$ cat src/rtl/lif_tdm_scheduler_if.sv
// lif_tdm_scheduler_if
//   Bundles the requester-facing signals of the LIF time-multiplexed scheduler.
//   master : requester side (drives req/cur, observes results)
//   slave  : scheduler side (observes req/cur, drives results)
//   Signals:
//     req         per-neuron level request, held with cur stable until ack
//     cur         packed 8-bit unsigned currents, neuron i at [8i+7:8i]
//     ack         one-hot, one-cycle completion pulse
//     spike_valid one-cycle pulse with ack when the completed update fired
//     spike_id    index of the neuron reported by ack/spike
//     state_out   post-update membrane state of spike_id
//     busy        scheduler is mid-update
interface lif_tdm_scheduler_if #(
  parameter int N_NEUR = 4
) ();
  localparam int ID_W = $clog2(N_NEUR);

  logic [N_NEUR-1:0]   req;
  logic [8*N_NEUR-1:0] cur;
  logic [N_NEUR-1:0]   ack;
  logic                spike_valid;
  logic [ID_W-1:0]     spike_id;
  logic [7:0]          state_out;
  logic                busy;

  modport master (
    output req, cur,
    input  ack, spike_valid, spike_id, state_out, busy
  );

  modport slave (
    input  req, cur,
    output ack, spike_valid, spike_id, state_out, busy
  );
endinterface

$ cat src/rtl/lif_tdm_scheduler.sv
// lif_tdm_scheduler
//   Shares one leaky-integrate-and-fire update datapath among N_NEUR virtual
//   neurons. Requesters are granted round-robin; each grant runs
//   IDLE -> CALC -> WRITE and reports its result as a one-cycle ack pulse.
//   Ports:
//     clk  rising-edge clock
//     rst  synchronous active-high reset
//     bus  lif_tdm_scheduler_if.slave (req/cur in; ack/spike/state/busy out)
//   Parameters:
//     N_NEUR      number of virtual neurons (power of 2, >= 2)
//     THRESH      8-bit firing threshold
//     LEAK_SHIFT  right shift applied to the stored state on each update
module lif_tdm_scheduler #(
  parameter int N_NEUR     = 4,
  parameter int THRESH     = 200,
  parameter int LEAK_SHIFT = 1
) (
  input  logic               clk,
  input  logic               rst,
  lif_tdm_scheduler_if.slave bus
);
  localparam int                ID_W     = $clog2(N_NEUR);
  localparam logic [7:0]        THRESH_B = 8'(THRESH);
  localparam logic [N_NEUR-1:0] ONE_LSB  = N_NEUR'(1);

  typedef enum logic [1:0] {IDLE, CALC, WRITE} fsm_t;

  fsm_t              state_q, state_d;
  logic [7:0]        mem [N_NEUR];
  logic [ID_W-1:0]   ptr_q;
  logic [ID_W-1:0]   grant_q;
  logic [7:0]        cur_q;
  logic [7:0]        old_q;
  logic [7:0]        new_q;
  logic              fire_q;
  logic [N_NEUR-1:0] ack_q;
  logic              spike_valid_q;
  logic [ID_W-1:0]   spike_id_q;
  logic [7:0]        state_out_q;

  logic [N_NEUR-1:0] eligible;
  logic              grant_found;
  logic [ID_W-1:0]   grant_idx;
  logic [ID_W-1:0]   cand;
  logic [8:0]        sum9;
  logic [7:0]        sum_sat;
  logic              calc_fire;
  logic [7:0]        calc_new;

  // A neuron acked this cycle is masked so a requester still dropping req
  // is not granted a second time.
  assign eligible = bus.req & ~ack_q;

  // Round-robin search starting at ptr; index arithmetic wraps because
  // N_NEUR is a power of two.
  always_comb begin
    grant_found = 1'b0;
    grant_idx   = '0;
    cand        = '0;
    for (int k = 0; k < N_NEUR; k++) begin
      cand = ptr_q + ID_W'(k);
      if (!grant_found && eligible[cand]) begin
        grant_found = 1'b1;
        grant_idx   = cand;
      end
    end
  end

  // Leak, integrate with saturation at 255, then fire and subtract threshold.
  always_comb begin
    sum9      = {1'b0, (old_q >> LEAK_SHIFT)} + {1'b0, cur_q};
    sum_sat   = sum9[8] ? 8'hFF : sum9[7:0];
    calc_fire = (sum_sat >= THRESH_B);
    calc_new  = calc_fire ? (sum_sat - THRESH_B) : sum_sat;
  end

  always_comb begin
    state_d = state_q;
    case (state_q)
      IDLE:    if (grant_found) state_d = CALC;
      CALC:    state_d = WRITE;
      WRITE:   state_d = IDLE;
      default: state_d = IDLE;
    endcase
  end

  always_ff @(posedge clk) begin
    if (rst) state_q <= IDLE;
    else     state_q <= state_d;
  end

  // Reset clears everything, which also discards any in-flight update.
  always_ff @(posedge clk) begin
    if (rst) begin
      for (int i = 0; i < N_NEUR; i++) mem[i] <= '0;
      ptr_q         <= '0;
      grant_q       <= '0;
      cur_q         <= '0;
      old_q         <= '0;
      new_q         <= '0;
      fire_q        <= 1'b0;
      ack_q         <= '0;
      spike_valid_q <= 1'b0;
      spike_id_q    <= '0;
      state_out_q   <= '0;
    end else begin
      ack_q         <= '0;
      spike_valid_q <= 1'b0;
      case (state_q)
        IDLE: begin
          if (grant_found) begin
            grant_q <= grant_idx;
            cur_q   <= bus.cur[{grant_idx, 3'b000} +: 8];
            old_q   <= mem[grant_idx];
          end
        end
        CALC: begin
          new_q  <= calc_new;
          fire_q <= calc_fire;
        end
        WRITE: begin
          mem[grant_q]  <= new_q;
          ptr_q         <= grant_q + ID_W'(1);
          ack_q         <= ONE_LSB << grant_q;
          spike_valid_q <= fire_q;
          spike_id_q    <= grant_q;
          state_out_q   <= new_q;
        end
        default: ;
      endcase
    end
  end

  assign bus.ack         = ack_q;
  assign bus.spike_valid = spike_valid_q;
  assign bus.spike_id    = spike_id_q;
  assign bus.state_out   = state_out_q;
  assign bus.busy        = (state_q != IDLE);
endmodule

$ cat src/flat_wrapper.sv
// flat-port wrapper written by rule: the top's interface ports become plain ports
module lif_tdm_scheduler_flat 
#(
  parameter int N_NEUR     = 4,
  parameter int THRESH     = 200,
  parameter int LEAK_SHIFT = 1
)
  (clk, rst, bus_req, bus_cur, bus_ack, bus_spike_valid, bus_spike_id, bus_state_out, bus_busy);
  lif_tdm_scheduler_if #(.N_NEUR(N_NEUR)) bus_i ();
  input  logic clk;
  input  logic rst;
  input wire logic [$bits(bus_i.req)-1:0] bus_req;
  input wire logic [$bits(bus_i.cur)-1:0] bus_cur;
  output wire logic [$bits(bus_i.ack)-1:0] bus_ack;
  output wire logic [$bits(bus_i.spike_valid)-1:0] bus_spike_valid;
  output wire logic [$bits(bus_i.spike_id)-1:0] bus_spike_id;
  output wire logic [$bits(bus_i.state_out)-1:0] bus_state_out;
  output wire logic [$bits(bus_i.busy)-1:0] bus_busy;
  assign bus_i.req = bus_req;
  assign bus_i.cur = bus_cur;
  assign bus_ack = bus_i.ack;
  assign bus_spike_valid = bus_i.spike_valid;
  assign bus_spike_id = bus_i.spike_id;
  assign bus_state_out = bus_i.state_out;
  assign bus_busy = bus_i.busy;
  lif_tdm_scheduler #(.N_NEUR(N_NEUR), .THRESH(THRESH), .LEAK_SHIFT(LEAK_SHIFT)) u_core (.clk(clk), .rst(rst), .bus(bus_i));
endmodule
$ cat config.mk
export PLATFORM = sky130hd
export DESIGN_NAME = lif_tdm_scheduler_flat
export DESIGN_NICKNAME = d
export VERILOG_FILES = /design/src/rtl/lif_tdm_scheduler_if.sv /design/src/rtl/lif_tdm_scheduler.sv /design/src/flat_wrapper.sv
export SDC_FILE = /design/constraint.sdc
export NUM_CORES = 1
export LEC_CHECK = 0
export CORE_UTILIZATION = 46
export DETAILED_ROUTE_END_ITERATION = 8
export PLACE_DENSITY = 0.82
export SYNTH_ARGS = -nofsm -noshare
export SYNTH_HDL_FRONTEND = slang
export SYNTH_SLANG_ARGS = --single-unit
$ cat constraint.sdc
create_clock -name clk -period 2.2 [get_ports clk]
set_input_delay 0.22 -clock clk [delete_from_list [all_inputs] [get_ports clk]]
set_output_delay 0.22 -clock clk [all_outputs]
set_load 0.01 [all_outputs]
# Word level (Yosys, flattened, before mapping)

Memories as Yosys holds them, arrays and structs flattened. A register that Yosys moved wholly into a read port is not among the register bits.
Cells that the tools add are included.

Bits in registers: 38
Memory bits (writable): 32
Bits of input ports: 38
Logic and storage cells: 69
Memories: 1

Add/sub/neg operators: 6
Order comparisons: 5
Eq/ne operators: 3
Shift operators: 2
Mux-type cells: 28
Bitwise operators: 3
Reduce and logical (&&, ||, !) cells: 11

Memory list:

| name       | depth | bits a word | read ports | clocked after Yosys merged registers in | write ports | RTL line                | source |
|---|---|---|---|---|---|---|---|
| u_core.mem | 4     | 8           | 1          | 1                                       | 4           | lif_tdm_scheduler.sv:29 | `logic [7:0] mem [N_NEUR];` |

Operators by type and width:

| operator                                              | number |
|---|---|
| variable part select 32 x 6 -> 8 bit                  | 1 |
| 2-to-1 mux 8 bit                                      | 3 |
| 2-to-1 mux 1 bit                                      | 14 |
| < comparator 2 x 3 -> 1 bit, second input constant    | 4 |
| 2-to-1 mux 2 bit                                      | 6 |
| adder 7 x 8 -> 9 bit                                  | 1 |
| binary-select mux 1 bit (select 2 bit)                | 4 |
| >= comparator 8 bit, second input constant            | 1 |
| OR reduction 8 bit                                    | 1 |
| subtractor 8 bit, second input constant               | 1 |
| adder 2 x 1 -> 2 bit, second input constant           | 2 |
| adder 2 bit, second input constant                    | 2 |
| bitwise AND 4 bit                                     | 1 |
| NOT 4 bit                                             | 1 |
| one-hot mux 2 bit (2 select lines)                    | 1 |
| << shifter 1 x 2 -> 4 bit, first input constant       | 1 |
| logical AND 1 bit                                     | 3 |
| zero test 1 bit                                       | 3 |
| == test 2 x 1 -> 1 bit, second input constant         | 1 |
| == test 2 bit, second input constant                  | 1 |
| zero test 2 bit                                       | 1 |
| inequality test 2 x 1 -> 1 bit, second input constant | 1 |
| AND reduction 2 bit                                   | 1 |
| nonzero test 2 bit                                    | 1 |
| 2 further kinds                                       | 2 |

# Depth between registers and ports, before layout

Gate-level depths: netlist (run 1).

Depth in word-level cells: 16
Gate-level depth with buffers: 11

# Least setup slack after synthesis (run 1)

OpenSTA, ideal clock, no wires.

Kind: register to register
Start point: register u_core.old_q[1] (read register of u_core.mem)
End point: register u_core.new_q[7]
Setup time: 71 ps
Data arrival time: 2347 ps
Setup slack: -218 ps
Cell stages (with the launch flop): 12
Clock period less this slack: 2418 ps
Cell sequence: dfxtp_1 ha_1 fa_1 a21o_1 a221oi_2 nor2_2 nor2_1 ha_1 inv_1 a211oi_1 o211ai_1 a21oi_1

Cells in the longest elaborated chain, start to end: 4

RTL lines:

| item                                                    | RTL line                                         | source |
|---|---|---|
| start: declaration                                      | lif_tdm_scheduler.sv:33                          | `logic [7:0] old_q;` |
| adder 7 x 8 -> 9 bit (*)                                | lif_tdm_scheduler.sv:71                          | `sum9 = {1'b0, (old_q >> LEAK_SHIFT)} + {1'b0, cur_q};` |
| 2-to-1 mux 8 bit (*)                                    | lif_tdm_scheduler.sv:72                          | `sum_sat = sum9[8] ? 8'hFF : sum9[7:0];` |
| subtractor 8 bit or >= comparator 8 bit (tied branches) | lif_tdm_scheduler.sv:74, lif_tdm_scheduler.sv:73 |  |
| 2-to-1 mux 8 bit (*)                                    | lif_tdm_scheduler.sv:74                          | `calc_new = calc_fire ? (sum_sat - THRESH_B) : sum_sat;` |
| end signal: assignment                                  | lif_tdm_scheduler.sv:118                         | `new_q <= calc_new;` |
| end: declaration                                        | lif_tdm_scheduler.sv:34                          | `logic [7:0] new_q;` |

Mark *: on every way between the ends. The rest lies on a longest branch, timed or not.
A chain may end at the register's enable or synchronous reset.

# Worst setup path in the final report (run 1)

Start point: register u_core.old_q[1] (read register of u_core.mem)
End point: register u_core.fire_q

Cells in the longest elaborated chain, start to end: 3

RTL lines:

| item                   | RTL line                 | source |
|---|---|---|
| adder 7 x 8 -> 9 bit   | lif_tdm_scheduler.sv:71  |  |
| 2-to-1 mux 8 bit       | lif_tdm_scheduler.sv:72  |  |
| >= comparator 8 bit    | lif_tdm_scheduler.sv:73  | `calc_fire = (sum_sat >= THRESH_B);` |
| end signal: assignment | lif_tdm_scheduler.sv:119 | `fire_q <= calc_fire;` |
| end: declaration       | lif_tdm_scheduler.sv:35  | `logic fire_q;` |

Every way passes these cells.

==> metrics.csv, run 1 <==
metric,value,unit
yosysSeqAreaShare,48.0,%
fin_area,4760,µm²
async_flop_share,0,%
hold_path.class,reg2reg,
die_x,90.8,µm
ys_ff_latch,73,
syn-num-nets,398,
startpoint_type,register,
syn_avg_cell_area,10.3,µm²
period_share,109,%
fin_skew,10.8,ps
overflow,0,
clk_latency,340,ps
path_max_fanout,6,
hold_violations,0,
place_hpwl,6.18,mm
cts_root_buffer,clkbuf_8,
synth_area,3630,µm²
io_pins,54,
tns,-745,ps
antenna_found_initial,0,
fin_crit,2390,ps
synth_cell_type_count,61,
cts_tree,built,
wire_per_inst,16.7,µm
netlist_instances,351,
worst_pin_slew,704,ps
p_per_area,707,nW/µm²
fp-row-count,32,
vdd_drop_max,0.393,mV
worst_slack,-190,ps
layout.nets,475,
n_antenna_cell,0,
synth_edf_count,28,
htree_levels,3,
drc,0,
grt_pass1_vias,2922,
grt_pass1_wl,14.6,mm
via_per_inst,5.55,
max_cap_violations,0,
coreArea,7690,µm²
synth_warnings,0,
die_area,8250,µm²
portBuffers,53,
slew_headroom,52.9,%
finalSetupViolCount,6,
cp.required,2480,ps
first_iter_violations,215,
routed_wl,8.94,mm
clk_pin_slew,70,ps
gp_congestion,0.900,
grt_use_total,22.6,%
place_ws,-157,ps
status,"complete, but fails checks",
final_antenna_net_count,0,
area_growth,31.2,%
drive_gt1_share,19.4,%
p_leak,0.00177,µW
total_power,3370,µW
end_kind,register,
start_util,47.2,%
critPathKind,reg2reg,
violations,negative setup slack,
clk_path_buf_depth,2,
vias,2971,
cts_inserted_buffers,9,
rsz0062_at_grt,true,
dr.pass1.iters,4,
holdBufCountCts,0,
worstPathArrival,2670,ps
max_clock_freq,418,MHz
synthFlopType,dfxtp_1,
final_max_slew_viol_count,0,
dpl_cell_area,4440,µm²
fp.dieH,90.8,µm
clkSinkCount,73,
grt_max_degree,32,
[synth_stat cells (3+ instances only)]
master / n / area, µm²
nand2_1: 46 / 173
dfxtp_1: 45 / 901
mux2i_1: 32 / 320
and2_1: 29 / 181
edfxtp_1: 28 / 841
nor2_1: 21 / 78.8
a21oi_1: 17 / 85.1
o221ai_1: 16 / 140
clkbuf_1: 11 / 41.3
ha_1: 8 / 100
inv_1: 6 / 22.5
nor3_1: 6 / 30.0
nand2b_1: 5 / 31.3
a21oi_2: 4 / 35.0
buf_2: 4 / 20.0
nor2b_1: 4 / 25.0
o21ai_0: 4 / 20.0
or2_2: 4 / 25.0
a21boi_0: 3 / 22.5
a21o_1: 3 / 22.5
and3_1: 3 / 18.8
buf_4: 3 / 22.5
nand3_1: 3 / 15.0
[repair_timing]
item / CTS / global route
buffers inserted: 3 / 4
resized for setup: 10 / 7
pin swaps: 7 / 5
cloned: 0 / 0
endpoints found under the setup margin: 6 / 6
hold endpoints to repair: 0 / 0
[layout make-up]
| type | count | area (µm²) |
|---|---|---|
| Multi-Input combinational cell | 253 | 1880 |
| Clock buffer | 14 | 174 |
| Fill cell | 647 | 2930 |
| Sequential cell | 73 | 1740 |
| Timing Repair Buffer | 85 | 803 |
| Inverter | 6 | 22.5 |
| Tap cell | 102 | 128 |
| Clock inverter | 2 | 11.3 |
[worst max-delay path, cell delays in order, from the launching register on]
cell and delay [ps]:
dfxtp_2 340, ha_4 160, fa_2 360, a21o_1 210, buf_4 150, a22oi_2 140, nand2_1 90, o211a_4 270
buf_4 150, or3_4 320, a21oi_2 120
[path summary, 6_finish.rpt]
kind	start	endpoint	slack, ps	depth (start not counted)
worst max register to register	u_core.old_q[1]$_SDFFE_PP0P_	u_core.fire_q$_SDFFE_PP0N_	-190	10
worst max-delay path	u_core.old_q[1]$_SDFFE_PP0P_	u_core.fire_q$_SDFFE_PP0N_	-190	10
worst min register to register	u_core.bus.state_out[7]$_SDFFE_PP0N_	u_core.bus.state_out[7]$_SDFFE_PP0N_	460	2
worst min-delay path	u_core.bus.state_out[7]$_SDFFE_PP0N_	u_core.bus.state_out[7]$_SDFFE_PP0N_	460	2
[layout by cell type (no fill, tap or decap), types with 4 or more instances in the layout]
cell / n
a21oi_1: 16
a21oi_2: 4
and2_1: 29
buf_4: 28
clkbuf_8: 10
clkdlybuf4s50_1: 53
dfxtp_1: 43
edfxtp_1: 28
ha_1: 5
inv_1: 5
mux2i_1: 32
nand2_1: 46
nand2b_1: 5
nor2_1: 20
nor3_1: 6
o21ai_0: 4
o221ai_1: 15
or2_2: 4
[registers in the layout, indices dropped and copies added (netlist names)]
signal / cells
u_core.old_q: 7
u_core.new_q: 8
u_core.bus.spike_valid: 1
u_core.bus.ack: 4
u_core.ptr_q: 2
u_core.cur_q: 8
u_core.state_q: 2
u_core.fire_q: 1
u_core.bus.state_out: 8
u_core.bus.spike_id: 2
u_core.grant_q: 2
u_core.mem: 28
[report_power, final]
part | leakage [µW] | internal [µW] | switching [µW]
combinational | 0.00102 | 386 | 427
clock | 0.0000895 | 507 | 477
sequential | 0.000657 | 1490 | 81.9
[logic make-up (layout without fill, tap and decap cells)]
group                    Yosys count  count (layout)  share of synthesized area (%)
adder cells (fa/ha/maj)            9               9                           3.31
AO/OA/AOI/OAI                     72              72                           15.8
XOR/XNOR                           4               4                           1.17
flip-flops                        73              73                           48.0
multiplexers                      33              33                           9.13
buffers and inverters             25             107                           3.24
AND/OR/NAND/NOR                  135             135                           19.3
[stage by stage]
stage / instances / hold slack (ps) / utilization, %
after floorplan: 351 / 304 / -
after global placement: 512 / 448 / 57.8
after detailed placement: 512 / 448 / 57.8
after CTS: 531 / 460 / 61.2
after global routing: 535 / 477 / 61.9
final: 535 / 458 / 61.9
[per-layer routing]
metal | global-route usage (%) | vias to the layer above | share of wire, % | wire length (µm)
li1 | - | 1422 | - | -
met1 | 28.6 | 1421 | 43 | 3820
met2 | 37.2 | 109 | 49 | 4340
met3 | 5.72 | 19 | 6.5 | 577
met4 | 8.47 | 0 | 2.3 | 204
met5 | 0 | - | 0 | 0
(Power assumes the default switching activity.)
==> run 2, diff against run 1 <==
--- a/config.mk
+++ b/config.mk
@@ -5,9 +5,9 @@
 export SDC_FILE = /design/constraint.sdc
 export NUM_CORES = 1
 export LEC_CHECK = 0
-export CORE_UTILIZATION = 46
+export CORE_UTILIZATION = 40
 export DETAILED_ROUTE_END_ITERATION = 8
-export PLACE_DENSITY = 0.82
+export PLACE_DENSITY = 0.74
 export SYNTH_ARGS = -nofsm -noshare
 export SYNTH_HDL_FRONTEND = slang
 export SYNTH_SLANG_ARGS = --single-unit
==> run 2 against run 1 <==
  * The run still ends with negative setup slack left
  * Register-to-register slack gained 40 ps
  * Count of clock-buffer cells in the layout is 3 lower
  * Worst hold slack gained 1.7 ps
  * Combinational power rose by 7.1%
  * Wire length shrank 1.1%
  * Via count decreased by 2.0%
  * Total power rose by 5.8%
  * Clock skew up 2.1 ps
  * First-iteration DRC count is 41% lower
  * Largest power group unchanged
==> metrics.csv, run 2 (synthesis gave the netlist of run 1 again) <==
metric,value,unit,change
hold_path.class,reg2reg,,
worstPathArrival,2630,ps,-40 ps
switching_share,28.8,%,-0.51 points
status,"complete, but fails checks",,
grt_use_total,19.2,%,-3.4 points
n_antenna_cell,0,,unchanged
rr_worst_depth,10,,unchanged
p_leak,0.00181,µW,+2.4%
final_cell_mix,"53 x clkdlybuf4s50_1, 46 x nand2_1, 43 x dfxtp_1, 32 x mux2i_1, 29 x and2_1",,
first_iter_violations,126,,-41%
hold_end,u_core.bus.state_out[7]$_SDFFE_PP0N_,,
comb_power_share,24.4,%,+0.2 points
final_common_cell,clkdlybuf4s50_1,,
worst_pin_slew,599,ps,-104 ps
largest_reg_flops,28,,unchanged
grt_pass1_wl,14.4,mm,-1.3%
layout.nets,478,,+0.63%
timing.rr.start,u_core.cur_q[0]$_SDFFE_PP0P_,,
io_pins,54,,unchanged
vdd_drop_max,0.363,mV,-7.6%
hold_violations,0,,unchanged
clk_latency,340,ps,about the same
die_x,97.3,µm,+7.1%
total_power,3560,µW,+5.8%
gp_congestion,0.888,,-1.3%
place_hpwl,6.33,mm,+2.4%
fp.dieH,97.3,µm,+7.1%
antenna_found_initial,0,,unchanged
tns,-566,ps,+180 ps
grt_max_degree,35,,+9.4%
fin_area,4870,µm²,+2.3%
drc,0,,unchanged
hold_path_depth,2,,unchanged
holdBufCountCts,0,,unchanged
p_sw,1030,µW,+4.0%
power.internal,2540,µW,+6.6%
wire_per_inst,16.3,µm,-2.7%
worst_slack,-150,ps,+39.8 ps
grt_pass1_vias,2804,,-4.0%
slew_headroom,59.9,%,+7.0 points
cts_tree,built,,
p_per_area,731,nW/µm²,+3.4%
max_clock_freq,425,MHz,+1.7%
startpoint_type,register,,
coreArea,8760,µm²,+14%
clk_pin_slew,80,ps,about the same
cts_root_buffer,clkbuf_8,,
place_ws,-192,ps,-34.8 ps
clk_path_buf_depth,2,,unchanged
r2r-end,u_core.fire_q$_SDFFE_PP0N_,,
via_per_inst,5.35,,-3.6%
rsz0062_at_grt,true,,
min_from,u_core.bus.state_out[7]$_SDFFE_PP0N_,,
fp-row-count,34,,+6.3%
top_register,u_core.mem,,
cp.required,2480,ps,about the same
period_share,107,%,-1.8 points
final_max_slew_viol_count,0,,unchanged
end_kind,register,,
dpl_cell_area,4490,µm²,+1.1%
start_util,41.4,%,-5.8 points
htree_levels,3,,unchanged
area_growth,34.2,%,
max_cap_violations,0,,unchanged
overflow,0,,unchanged
drive_gt1_share,20.9,%,+1.5 points
routed_wl,8.85,mm,-1.1%
final_antenna_net_count,0,,unchanged
finalSetupViolCount,6,,unchanged
fin_util,55.6,%,-6.3 points
fin_skew,12.9,ps,+2.10 ps
rrSetupSlack,-150,ps,+40 ps
fin_crit,2350,ps,-39.8 ps
portBuffers,53,,unchanged
clkPwrFrac,31.6,%,+2.4 points
clkSinkCount,73,,unchanged
cts_inserted_buffers,9,,unchanged
dr.pass1.iters,4,,unchanged
path_max_fanout,5,,-1
critPathKind,reg2reg,,
p_seq_share,43.9,%,-2.7 points
vias,2913,,-2.0%
violations,negative setup slack,,
die_area,9460,µm²,+15%
-- run 2: worst max-delay path, cell delays in order (launching register included) --
cell,delay [ps]
dfxtp_2,340
ha_4,170
fa_2,370
a21o_4,230
buf_6,110
a22oi_2,130
nand2_1,80
o211a_4,270
buf_6,120
or3_4,360
a21oi_2,130
-- run 2: how the worst max path moves through the flow --
stage | from | endpoint | slack [ps] | cells past startpoint
after floorplan | u_core.cur_q[0]$_SDFFE_PP0P_ | u_core.new_q[7]$_SDFFE_PP0N_ | -30 | 11
after global placement | u_core.cur_q[0]$_SDFFE_PP0P_ | u_core.new_q[7]$_SDFFE_PP0N_ | -70 | 10
after detailed placement | u_core.cur_q[0]$_SDFFE_PP0P_ | u_core.new_q[7]$_SDFFE_PP0N_ | -190 | 10
after CTS | u_core.cur_q[0]$_SDFFE_PP0P_ | u_core.new_q[7]$_SDFFE_PP0N_ | -120 | 10
after global routing | u_core.cur_q[0]$_SDFFE_PP0P_ | u_core.new_q[7]$_SDFFE_PP0N_ | -310 | 10
final | u_core.cur_q[0]$_SDFFE_PP0P_ | u_core.fire_q$_SDFFE_PP0N_ | -150 | 10
-- run 2: cell type report --
| type | count | area (µm²) |
|---|---|---|
| sequential | 73 | 1740 |
| fill | 775 | 3890 |
| clock buffer | 11 | 163 |
| tap | 108 | 135 |
| multi-input combinational | 253 | 1900 |
| clock inverter | 5 | 58.8 |
| timing repair buffer | 88 | 850 |
| inverter | 6 | 22.5 |
-- run 2: power groups by stage --
stage / Clock (µW) / Combinational (µW) / Sequential, µW
floorplan: 0 / 494 / 1550
global placement: 0 / 743 / 1590
detailed placement: 0 / 765 / 1590
CTS: 1150 / 804 / 1570
global route: 1200 / 951 / 1580
finish: 1130 / 871 / 1570
-- run 2: layer usage --
layer / track usage (%) / share of wire (%) / wire (µm)
met5: 0 / 0 / 0
met1: 25.5 / 45 / 3950
met2: 31.4 / 49 / 4330
met3: 5.18 / 5.7 / 503
met4: 4.07 / 0.77 / 68
-- run 2: through the flow --
| stage | cells | hold WS (ps) |
|---|---|---|
| final | 544 | 460 |
| after global routing | 544 | 478 |
| after CTS | 542 | 462 |
| after detailed placement | 522 | 449 |
| after global placement | 522 | 449 |
| after floorplan | 351 | 304 |
-- run 2: what timing repair did --
item | in CTS | in global routing
cloned | 0 | 0
pin swaps | 4 | 12
gates resized for setup | 6 | 16
buffers inserted | 4 | 2
hold endpoints to repair | 0 | 0
endpoints found under the setup margin | 6 | 6
==> run 3, diff against run 2 <==
--- a/config.mk
+++ b/config.mk
@@ -7,6 +7,7 @@
 export LEC_CHECK = 0
 export CORE_UTILIZATION = 40
 export DETAILED_ROUTE_END_ITERATION = 8
+export MAX_ROUTING_LAYER = met4
 export PLACE_DENSITY = 0.74
 export SYNTH_ARGS = -nofsm -noshare
 export SYNTH_HDL_FRONTEND = slang
==> run 3 against run 2 <==
  * The flow still finishes with violations (negative setup slack)
  * Die area stayed put
  * Sequential share of layout area grew 0.15 points
  * Cell count grew 0.18%
  * Non-clock buffer count increased by 1
  * Critical path depth unchanged
  * Combinational power rose by 1%
  * Largest power group unchanged
  * First-iteration DRC count fell by 6.3%
  * Global-route usage is 0.46 points higher
  * Clock skew shrank 3.4 ps
  * Count of clock-buffer cells in the layout is 2 higher
  * Via count down 0.89%
  * Sequential cell count is the same
==> metrics.csv, run 3 (synthesis gave the netlist of run 1 again) <==
metric,value,unit,change
tns,-311,ps,+254 ps
worstPathArrival,2580,ps,-50 ps
largest_reg_flops,28,,unchanged
top_register,u_core.mem,,
power.internal,2460,µW,-3.1%
dp.cells,520,,-0.38%
max_cap_violations,0,,unchanged
cpPeakStageDelay,360,ps,about the same
end_kind,register,,
period_share,105,%,-1.9 points
antenna_found_initial,0,,unchanged
coreArea,8760,µm²,unchanged
startpoint_type,register,,
p_per_area,717,nW/µm²,-2.0%
finalSetupViolCount,6,,unchanged
fin_area,4850,µm²,-0.41%
crit_slowest_cell,fa_2,,
fin_crit,2310,ps,-41.4 ps
path_max_fanout,3,,-2
drive_gt1_share,21.1,%,+0.18 points
dr.pass1.iters,4,,unchanged
final_max_slew_viol_count,0,,unchanged
comb_power_share,25.3,%,+0.9 points
hold_path.class,reg2reg,,
final_antenna_net_count,0,,unchanged
violations,negative setup slack,,
worst_slack,-109,ps,+41.4 ps
die_x,97.3,µm,unchanged
final_cell_mix,"53 x clkdlybuf4s50_1, 46 x nand2_1, 43 x dfxtp_1, 32 x mux2i_1, 31 x buf_4",,
grt_use_total,19.7,%,+0.46 points
worstPathCellList,ha_4 > fa_2 > a21o_1 > a221oi_4 > o22a_1 > ha_4 > inv_2 > a211oi_2 > o211ai_1 > a21oi_1,,
cts_inserted_buffers,9,,unchanged
grt_max_degree,35,,unchanged
grt_pass1_wl,14.3,mm,-0.77%
dpl_cell_area,4480,µm²,-0.33%
cts_tree,built,,
portBuffers,53,,unchanged
via_per_inst,5.30,,-1.1%
clk_path_buf_depth,2,,unchanged
clk_latency,350,ps,about the same
grt_pass1_vias,2921,,+4.2%
worst_pin_slew,556,ps,-42.8 ps
area_growth,33.7,%,
routed_wl,8.76,mm,-0.99%
io_pins,54,,unchanged
slew_headroom,62.8,%,+2.9 points
status,"complete, but fails checks",,
fp.dieH,97.3,µm,unchanged
vdd_drop_max,0.340,mV,-6.3%
clkSinkCount,73,,unchanged
drc,0,,unchanged
cts_root_buffer,clkbuf_8,,
clk_pin_slew,80,ps,about the same
n_antenna_cell,0,,unchanged
wire_per_inst,16.1,µm,-1.2%
die_area,9460,µm²,unchanged
fin_skew,9.49,ps,-3.37 ps
switching_share,29.3,%,+0.52 points
fp-row-count,34,,unchanged
max_clock_freq,433,MHz,+1.8%
holdBufCountCts,0,,unchanged
overflow,0,,unchanged
p_leak,0.00181,µW,about the same
hold_violations,0,,unchanged
first_iter_violations,118,,-6.3%
p_sw,1020,µW,-0.60%
cp_common_cell,ha_4,,
place_hpwl,6.06,mm,-4.2%
final_common_cell,clkdlybuf4s50_1,,
layout.nets,479,,+0.21%
whs,461,ps,+1.06 ps
rsz0062_at_grt,true,,
stdcell_count,545,,+0.18%
cp.required,2470,ps,about the same
start_util,41.4,%,unchanged
total_power,3480,µW,-2.4%
critPathKind,reg2reg,,
gp_congestion,0.884,,-0.52%
vias,2887,,-0.89%
htree_levels,3,,unchanged
p_seq_share,45.1,%,+1.2 points
clkPwrFrac,29.6,%,-2.0 points
## run 3: timing repair
action / CTS / global route
setup buffers: 3 / 6
pin swaps: 7 / 9
setup endpoints to repair: 6 / 6
gates cloned: 0 / 0
gates resized for setup: 11 / 9
## run 3: layout make-up
type | instances | area, µm²
clock buffer | 13 | 180
multi-input combinational | 253 | 1900
sequential | 73 | 1740
inverter | 6 | 22.5
tap | 108 | 135
timing repair buffer | 89 | 846
fill | 773 | 3910
clock inverter | 3 | 20.0
## run 3: power groups by stage
stage | registers, µW | logic, µW | clock network, µW
final | 1570 | 880 | 1030
after detailed placement | 1590 | 746 | 0
after CTS | 1570 | 810 | 1050
after global routing | 1580 | 958 | 1110
after global placement | 1590 | 734 | 0
after floorplan | 1550 | 494 | 0
## run 3: worst max-delay path: cells and delay by family (launching register included)
| kind | cells | cell delay (ps) |
|---|---|---|
| AO/OA/AOI/OAI | 6 | 1190 |
| adder cells (fa/ha/maj) | 3 | 670 |
| flip-flops | 1 | 340 |
| buffers and inverters | 1 | 40 |
## run 3: metal layers
metal / GRT usage, % / part of all wire (%) / up-vias
li1: - / - / 1437
met1: 24.8 / 45 / 1347
met2: 30.6 / 47 / 89
met3: 6.19 / 6.6 / 14
met4: 5.32 / 1.3 / 0
met5: - / 0 / -
## run 3: stage by stage
stage          util (%)  setup slack (ps)
6_report           55.4              -109
3_3_place_gp       51.1             -70.2
3_5_place_dp       51.1              -152
5_1_grt            55.4              -220
4_1_cts            54.4             -88.8
2_1_floorplan         -             -27.5
## run 3: worst paths after layout
kind / end / cells past startpoint / startpoint / slack (ps)
worst max-delay path: u_core.new_q[7]$_SDFFE_PP0N_ / 10 / u_core.cur_q[0]$_SDFFE_PP0P_ / -110
worst min register to register: u_core.bus.state_out[3]$_SDFFE_PP0N_ / 2 / u_core.bus.state_out[3]$_SDFFE_PP0N_ / 460
worst max register to register: u_core.new_q[7]$_SDFFE_PP0N_ / 10 / u_core.cur_q[0]$_SDFFE_PP0P_ / -110
worst min-delay path: u_core.bus.state_out[3]$_SDFFE_PP0N_ / 2 / u_core.bus.state_out[3]$_SDFFE_PP0N_ / 460
